<file path="src/rtl/regfile_banked.sv">
// Banked register file: even and odd registers live in separate single-write RAMs,
// so any adjacent pair (including odd-aligned and wrap-around) is one access per bank.
module regfile_banked #(
  parameter int unsigned WIDTH          = 8,
  parameter int unsigned NUM_REGS       = 32,
  parameter int unsigned CLEAR_ON_RESET = 1,
  localparam int unsigned AW            = $clog2(NUM_REGS)
) (
  input  logic                 clk,
  input  logic                 reset,
  output logic                 ready,
  input  logic [AW-1:0]        a,
  input  logic                 a_word,
  output logic [2*WIDTH-1:0]   Ra,
  input  logic [AW-1:0]        b,
  output logic [WIDTH-1:0]     Rb,
  input  logic                 write,
  input  logic                 write_word,
  input  logic [AW-1:0]        d,
  input  logic [2*WIDTH-1:0]   Rd
);

  localparam int unsigned HALF = NUM_REGS / 2;

  typedef enum logic {S_CLEAR, S_READY} state_t;

  state_t              state_q, state_d;
  logic [AW-2:0]       clr_idx_q, clr_idx_d;
  logic [2*WIDTH-1:0]  ra_q, ra_d;
  logic [WIDTH-1:0]    rb_q, rb_d;

  logic [WIDTH-1:0]    mem_even [HALF];
  logic [WIDTH-1:0]    mem_odd  [HALF];

  logic                wr_en, clr_en;
  logic [AW-1:0]       d1, a1;
  logic                we_e, we_o;
  logic [AW-2:0]       addr_e, addr_o;
  logic [WIDTH-1:0]    dat_e, dat_o;
  logic [WIDTH-1:0]    raw_a0, raw_a1, raw_b;
  logic [WIDTH-1:0]    ra_lo, ra_hi, rb_v;

  assign wr_en  = reset && (state_q == S_READY) && write;
  assign clr_en = reset && (state_q == S_CLEAR) && (CLEAR_ON_RESET != 0);
  assign d1     = d + AW'(1);
  assign a1     = a + AW'(1);

  // Write-first: a read byte whose index matches a byte written this edge takes the write data.
  function automatic logic [WIDTH-1:0] fwd(input logic [AW-1:0] idx, input logic [WIDTH-1:0] raw);
    logic [WIDTH-1:0] v;
    v = raw;
    if (wr_en && idx == d)
      v = Rd[WIDTH-1:0];
    else if (wr_en && write_word && idx == d1)
      v = Rd[2*WIDTH-1:WIDTH];
    return v;
  endfunction

  always_comb begin
    state_d   = state_q;
    clr_idx_d = clr_idx_q;
    if (!reset) begin
      state_d   = S_CLEAR;
      clr_idx_d = '0;
    end else if (state_q == S_CLEAR) begin
      if (CLEAR_ON_RESET == 0) begin
        state_d = S_READY;
      end else begin
        clr_idx_d = clr_idx_q + (AW-1)'(1);
        if (clr_idx_q == '1) state_d = S_READY;
      end
    end
  end

  // Each byte of a write goes to the bank selected by its own index's LSB.
  always_comb begin
    we_e   = 1'b0;
    we_o   = 1'b0;
    addr_e = '0;
    addr_o = '0;
    dat_e  = '0;
    dat_o  = '0;
    if (clr_en) begin
      we_e   = 1'b1;
      we_o   = 1'b1;
      addr_e = clr_idx_q;
      addr_o = clr_idx_q;
    end else if (wr_en) begin
      if (!d[0]) begin
        we_e   = 1'b1;
        addr_e = d[AW-1:1];
        dat_e  = Rd[WIDTH-1:0];
        we_o   = write_word;
        addr_o = d[AW-1:1];
        dat_o  = Rd[2*WIDTH-1:WIDTH];
      end else begin
        we_o   = 1'b1;
        addr_o = d[AW-1:1];
        dat_o  = Rd[WIDTH-1:0];
        we_e   = write_word;
        addr_e = d1[AW-1:1];
        dat_e  = Rd[2*WIDTH-1:WIDTH];
      end
    end
  end

  assign raw_a0 = a[0]  ? mem_odd[a[AW-1:1]]  : mem_even[a[AW-1:1]];
  assign raw_a1 = a1[0] ? mem_odd[a1[AW-1:1]] : mem_even[a1[AW-1:1]];
  assign raw_b  = b[0]  ? mem_odd[b[AW-1:1]]  : mem_even[b[AW-1:1]];

  always_comb begin
    ra_lo = fwd(a, raw_a0);
    ra_hi = fwd(a1, raw_a1);
    rb_v  = fwd(b, raw_b);
    ra_d  = '0;
    rb_d  = '0;
    if (reset && state_q == S_READY) begin
      ra_d = a_word ? {ra_hi, ra_lo} : {{WIDTH{1'b0}}, ra_lo};
      rb_d = rb_v;
    end
  end

  always_ff @(posedge clk) begin
    if (!reset) begin
      state_q   <= S_CLEAR;
      clr_idx_q <= '0;
      ra_q      <= '0;
      rb_q      <= '0;
    end else begin
      state_q   <= state_d;
      clr_idx_q <= clr_idx_d;
      ra_q      <= ra_d;
      rb_q      <= rb_d;
    end
  end

  always_ff @(posedge clk) begin
    if (we_e) mem_even[addr_e] <= dat_e;
    if (we_o) mem_odd[addr_o]  <= dat_o;
  end

  assign ready = (state_q == S_READY);
  assign Ra    = ra_q;
  assign Rb    = rb_q;

endmodule

</file>
<file path="config.mk">
export PLATFORM = sky130hd
export DESIGN_NAME = regfile_banked
export DESIGN_NICKNAME = d
export VERILOG_FILES = /design/src/rtl/regfile_banked.sv
export SDC_FILE = /design/constraint.sdc
export NUM_CORES = 1
export LEC_CHECK = 0
export ABC_AREA = 1
export CAP_MARGIN = 10
export CELL_PAD_IN_SITES_DETAIL_PLACEMENT = 0
export CELL_PAD_IN_SITES_GLOBAL_PLACEMENT = 1
export CORE_MARGIN = 8
export CORE_UTILIZATION = 42
export DETAILED_ROUTE_END_ITERATION = 12
export GPL_TIMING_DRIVEN = 1
export PLACE_DENSITY = 0.85
export SLEW_MARGIN = 20
export SYNTH_ARGS = -nofsm -noshare
export SYNTH_HDL_FRONTEND = slang
export SYNTH_SLANG_ARGS = --single-unit
</file>
<file path="constraint.sdc">
create_clock -name clk -period 2.18 [get_ports clk]
set_input_delay 0.545 -clock clk [delete_from_list [all_inputs] [get_ports clk]]
set_output_delay 0.545 -clock clk [all_outputs]
set_load 0.05 [all_outputs]
</file>
# Word level (Yosys, flattened, before mapping)

Memories as Yosys holds them, arrays and structs flattened.
Cells that the tools add are included.

Flip-flop bits (word level): 29
Memories: 2
Bits in writable memories: 256

Memory list:

| name     | depth | bits a word | read ports | clocked after Yosys merged registers in | write ports | line | text |
|---|---|---|---|---|---|---|---|
| mem_even | 16    | 8           | 3          | 0                                       | 1           | 32   | `logic [WIDTH-1:0] mem_even [HALF];` |
| mem_odd  | 16    | 8           | 3          | 0                                       | 1           | 33   | `logic [WIDTH-1:0] mem_odd [HALF];` |

Add/subtract/negate cells: 3
Bitwise operators: 1
Mux-type cells: 32
Reductions and logical operators: 12
Equal/unequal tests: 7

Operator list:

| operator              | number |
|---|---|
| $mux W8               | 15 |
| $eq A5 B5 Y1          | 6 |
| $mux W4               | 5 |
| $mux W1               | 12 |
| $add A5 B1 Y5 const B | 2 |
| $logic_and A1 B1 Y1   | 10 |
| $add A4 B1 Y4 const B | 1 |
| $eq A4 B4 Y1 const B  | 1 |
| $reduce_and A3 Y1     | 1 |
| $reduce_and A2 Y1     | 1 |
| $not A1 Y1            | 1 |

# Logic depth before layout (Yosys ltp)

Depth in word-level cells: 6
Mapped depth: 12
Gate-level depth less buffers: 12

# Worst setup path before layout

Ideal clock, no wire load.

Kind: register to register
From: register state_q, in the netlist ready
To: memory mem_even[0][0] (data pin)
Clock period less this slack: 2544 ps
Data required time: 1840 ps
Path slack: -364 ps
Setup time: 340 ps
Cell stages (with the launch flop): 7
Data arrival time: 2204 ps
Path buffers: 2
Path through: dfxtp_1 nand2_2 clkinv_4 nand2_4 buf_2 buf_1 a211oi_1

Longest elaborated chain between the ends: 4

Ends and longest elaborated chain:

| element                           | line | text |
|---|---|---|
| start: declaration                | 27   | `state_t state_q, state_d;` |
| start signal: assignment          | 130  | `state_q <= state_d;` |
| $logic_and A1 B1 Y1 (2 in series) | 43   | `assign wr_en = reset && (state_q == S_READY) && write;` |
| $mux W8                           | 88   | `end else if (wr_en) begin` |
| $mux W8 *                         | 83   | `if (clr_en) begin` |
| via dat_e[0]                      | 39   | `logic [WIDTH-1:0] dat_e, dat_o;` |
| end: declaration                  | 32   |  |

The timed path passes the listed nets; every way through them passes the cells marked *.

# Worst setup path after layout

From: input a[0]
To: register ra_q[10], in the netlist Ra[10]

Longest elaborated chain between the ends: 5

Ends and longest elaborated chain:

| element                                        | line    | text |
|---|---|---|
| start: declaration                             | 12      | `input logic [AW-1:0] a,` |
| $add A5 B1 Y5 *                                | 46      | `assign a1 = a + AW'(1);` |
| $mem_v2 Z16 W8 (tied with other cells)         | --      |  |
| $mux W8 or $logic_and A1 B1 Y1 (tied branches) | 108, 54 |  |
| $mux W8                                        | 54      | `else if (wr_en && write_word && idx == d1)` |
| $mux W8 *                                      | 52      | `if (wr_en && idx == d)` |
| end signal: assignment                         | 132     | `ra_q <= ra_d;` |
| end: declaration                               | 29      | `logic [2*WIDTH-1:0] ra_q, ra_d;` |

Every way passes the cells marked *; elsewhere a longest branch is shown, timed or not.
A chain may end at the register's enable or synchronous reset.

==> impl_metrics.csv <==
group,metric,value,unit
sta,finalMaxSlewViolations,0,
clock_tree,numCtsBuffers,35,
setup_path,required,2.65,ns
placed_design,placed_cell_area,21830,sq um
synth,avgSynthCellArea,7.545,sq um
synth,synth_ff_type,"edfxtp_1",
global_routing,grt_max_degree,61,
detailed_routing,drcViolationCount,0,
final_layout,synthToLayoutAreaGrowth,26.29,%
global_routing,grt_overflow,0,
floorplanning,ios,61,
synth,synth_edf_count,256,
setup_path,max_stage_delay,0.30,ns
setup_path,crit_chain,"dlygate4sd2_1 > ha_4 > buf_4 > inv_4 > bufbuf_16 > o21ai_1 > nand2_1 > nand3_1 > nand3_1 > nand3_1 > nand3_1 > a21oi_2",
setup_path,r2r_start,"ready",
synth,netlist_instances,2439,
global_routing,grt_pass1_wl,112.4,mm
final_layout,layout.cells.non_filler,3267,
power,max-vdd-ir-drop,395.6,uV
floorplanning,dieArea,50770,sq um
synth,async_flop_share,0,%
final_layout,finalInstanceArea,23240,sq um
status,status,"completed",
synth,ys_seq_elements,285,
floorplanning,die_w,225.3,microns
setup_path,critPathMaxFanout,13,
detailed_routing,ant_nets,0,
sta,setup_viol,0,
synth,synthesis.nets,2478,
global_routing,antenna_found_initial,0,
global_routing,grtUsageTotal,29.24,%
floorplanning,design.core.area,43170,sq um
final_layout,drive_gt1_share,17.08,%
sta,worst_pin_slew,0.5122,ns
sta,tns,0,ns
sta,relSlewSlack,65.99,%
setup_path,path_class,"in2reg",
placed_design,port_buffers,60,
detailed_routing,vias,19360,
clock_tree,cts.clk_slew.worst_paths,0.07,ns
synth,yosys_warnings,0,
detailed_routing,drtIter0Drc,2590,
clock_tree,cts_tree,"done",
setup_path,crit_path_end_kind,"register",
setup_path,startpoint_type,"input pin",
sta,min_period_over_period,98.08,%
final_layout,mostFrequentLayoutCell,"nand2_1",
clock_tree,cts_sinks,285,
setup_path,cp_num_buf_inv,4,
setup_path,worstSetupStartpoint,"a[0]",
global_routing,grt_pass1_vias,18420,
sta,timing.fmax,467.7,MHz
sta,fin_crit,2.138,ns
floorplanning,start_util,42.63,%
clock_tree,holdBufCountCts,0,
clock_tree,clock_path_buffers,3,
flow_run,drv_cap,0,
sta,timing.hold.ws,0.5159,ns
placed_design,routabilityCongestion,0.9629,
clock_tree,htree_levels,2,
power,power_density,623.2,nW/um^2
detailed_routing,wl_per_cell,23.18,microns
setup_path,regToRegSetupSlack,0.10,ns
setup_path,cp_top_family,"buffers and inverters",
synth,synth_cell_types,39,
final_layout,most-common-layout-cells,"nand2_1, nand3_1, edfxtp_1",
final_layout,num_antenna_cells,0,
synth,seq_area_frac_synth,44.93,%
setup_path,reg2reg_depth,10,
setup_path,reg2reg_to,"mem_odd[14][3]",
power,p_leak,0.009866,uW
synth,synth_area,18400,sq um
clock_tree,clock_latency,0.55,ns
setup_path,cpMostUsedCell,"nand3_1",
floorplanning,rows,76,
detailed_routing,via_per_inst,5.925,
placed_design,place_hpwl,51.79,mm
sta,hold_viol_final,0,
clock_tree,cts_root_buf,"clkbuf_16",
detailed_routing,drt_wl_total,75.73,mm
setup_path,arrival,2.61,ns
detailed_routing,firstDrtPassIters,6,
final_layout,nFillCells,4054,
floorplanning,die_h,225.3,microns
setup_path,endpoint,"Ra[10]",
placed_design,dp.cells,3200,
sta,clock_skew,0.02126,ns
final_layout,nets,2697,
setup_path,worst-path-stages,12,
setup_path,slowest_stage,"bufbuf_16",
hold_path,hold_path.class,"in2reg",
## metal layers
| layer | up-vias | global-route usage, % | part of all wire, % |
|---|---|---|---|
| li1 | 8728 | - | - |
| met1 | 8987 | 38.18 | 39 |
| met2 | 1370 | 44.06 | 42 |
| met3 | 272 | 8.380 | 13 |
| met4 | 0 | 14.28 | 5.3 |
| met5 | - | 0 | 0 |
## kinds of logic after synthesis
logic type	count (synthesis)	share of synthesized area [%]
flops	285	44.93
simple gates	1301	30.64
buf+inv	434	10.31
compound gates	409	13.54
xor+xnor	7	0.3740
fa+ha+maj	3	0.2040
## layout make-up
class | instances | area (sq um) | area share [%]
clock inverter | 21 | 190.2 | 0.8183
sequential | 285 | 8269 | 35.58
inverter | 262 | 992.2 | 4.269
timing repair buffer | 354 | 3655 | 15.73
multi-input combinational | 1720 | 8487 | 36.52
clock buffer | 40 | 915.9 | 3.941
tap | 585 | 732.0 | 3.149
## Yosys cell counts (all sizes together) (6+ instances only)
master,instances,area [sq um]
inv,261,979.7
nand2,738,2803
a211oi,14,105.1
edfxtp,256,7687
clkbuf,45,168.9
o211ai,155,1164
nor2,82,354.1
nand4,6,43.79
nand3,466,2385
o21ai,181,905.9
dfxtp,29,580.6
a21oi,53,276.5
buf,127,740.7
## stage by stage
step	power, uW	setup slack, ns	util [%]
3_3_place_gp	8548	-1.064	50.57
4_1_cts	14420	0.01023	53.70
3_5_place_dp	8566	-1.064	50.57
5_1_grt	14850	-0.02309	53.83
2_1_floorplan	7386	-0.05193	-
6_report	14480	0.04196	53.83
## sequential cells by signal, summed over array words and instances (netlist names)
signal,cells
Rb,8
ready,1
Ra,16
mem_even,128
mem_odd,128
clr_idx_q,4
## worst min-delay path by stage
stage / start / endpoint / slack [ns] / cells past startpoint
3_3_place_gp: clr_idx_q[0] / clr_idx_q[0] / 0.51 / 2
4_1_cts: reset / clr_idx_q[0] / 0.50 / 4
6_report: reset / clr_idx_q[1] / 0.52 / 5
2_1_floorplan: clr_idx_q[3] / clr_idx_q[3] / 0.48 / 2
5_1_grt: reset / clr_idx_q[0] / 0.53 / 4
3_5_place_dp: clr_idx_q[0] / clr_idx_q[0] / 0.52 / 2
## where the power goes
part           total, uW  switching (uW)  internal [uW]
logic               2730            1730            999
clock network       5820            2440           3380
registers           5930            20.7           5910
total              14500            4190          10300
## what timing repair did
action,4_1_cts,5_1_grt
gates resized for setup,73,20
gates cloned,3,0
buffers inserted,3,0
endpoints found under the setup margin,295,208
pin swaps,5,0
## worst register-to-register path: stages, from the launching register on
cell,delay [ns]
dfxtp_2,0.35
nor2_2,0.15
inv_2,0.12
buf_4,0.18
o22ai_1,0.16
buf_4,0.17
inv_1,0.05
nor2_1,0.14
nand2_1,0.09
nor2_1,0.17
buf_4,0.20
Power figures use the tool's default switching activity.
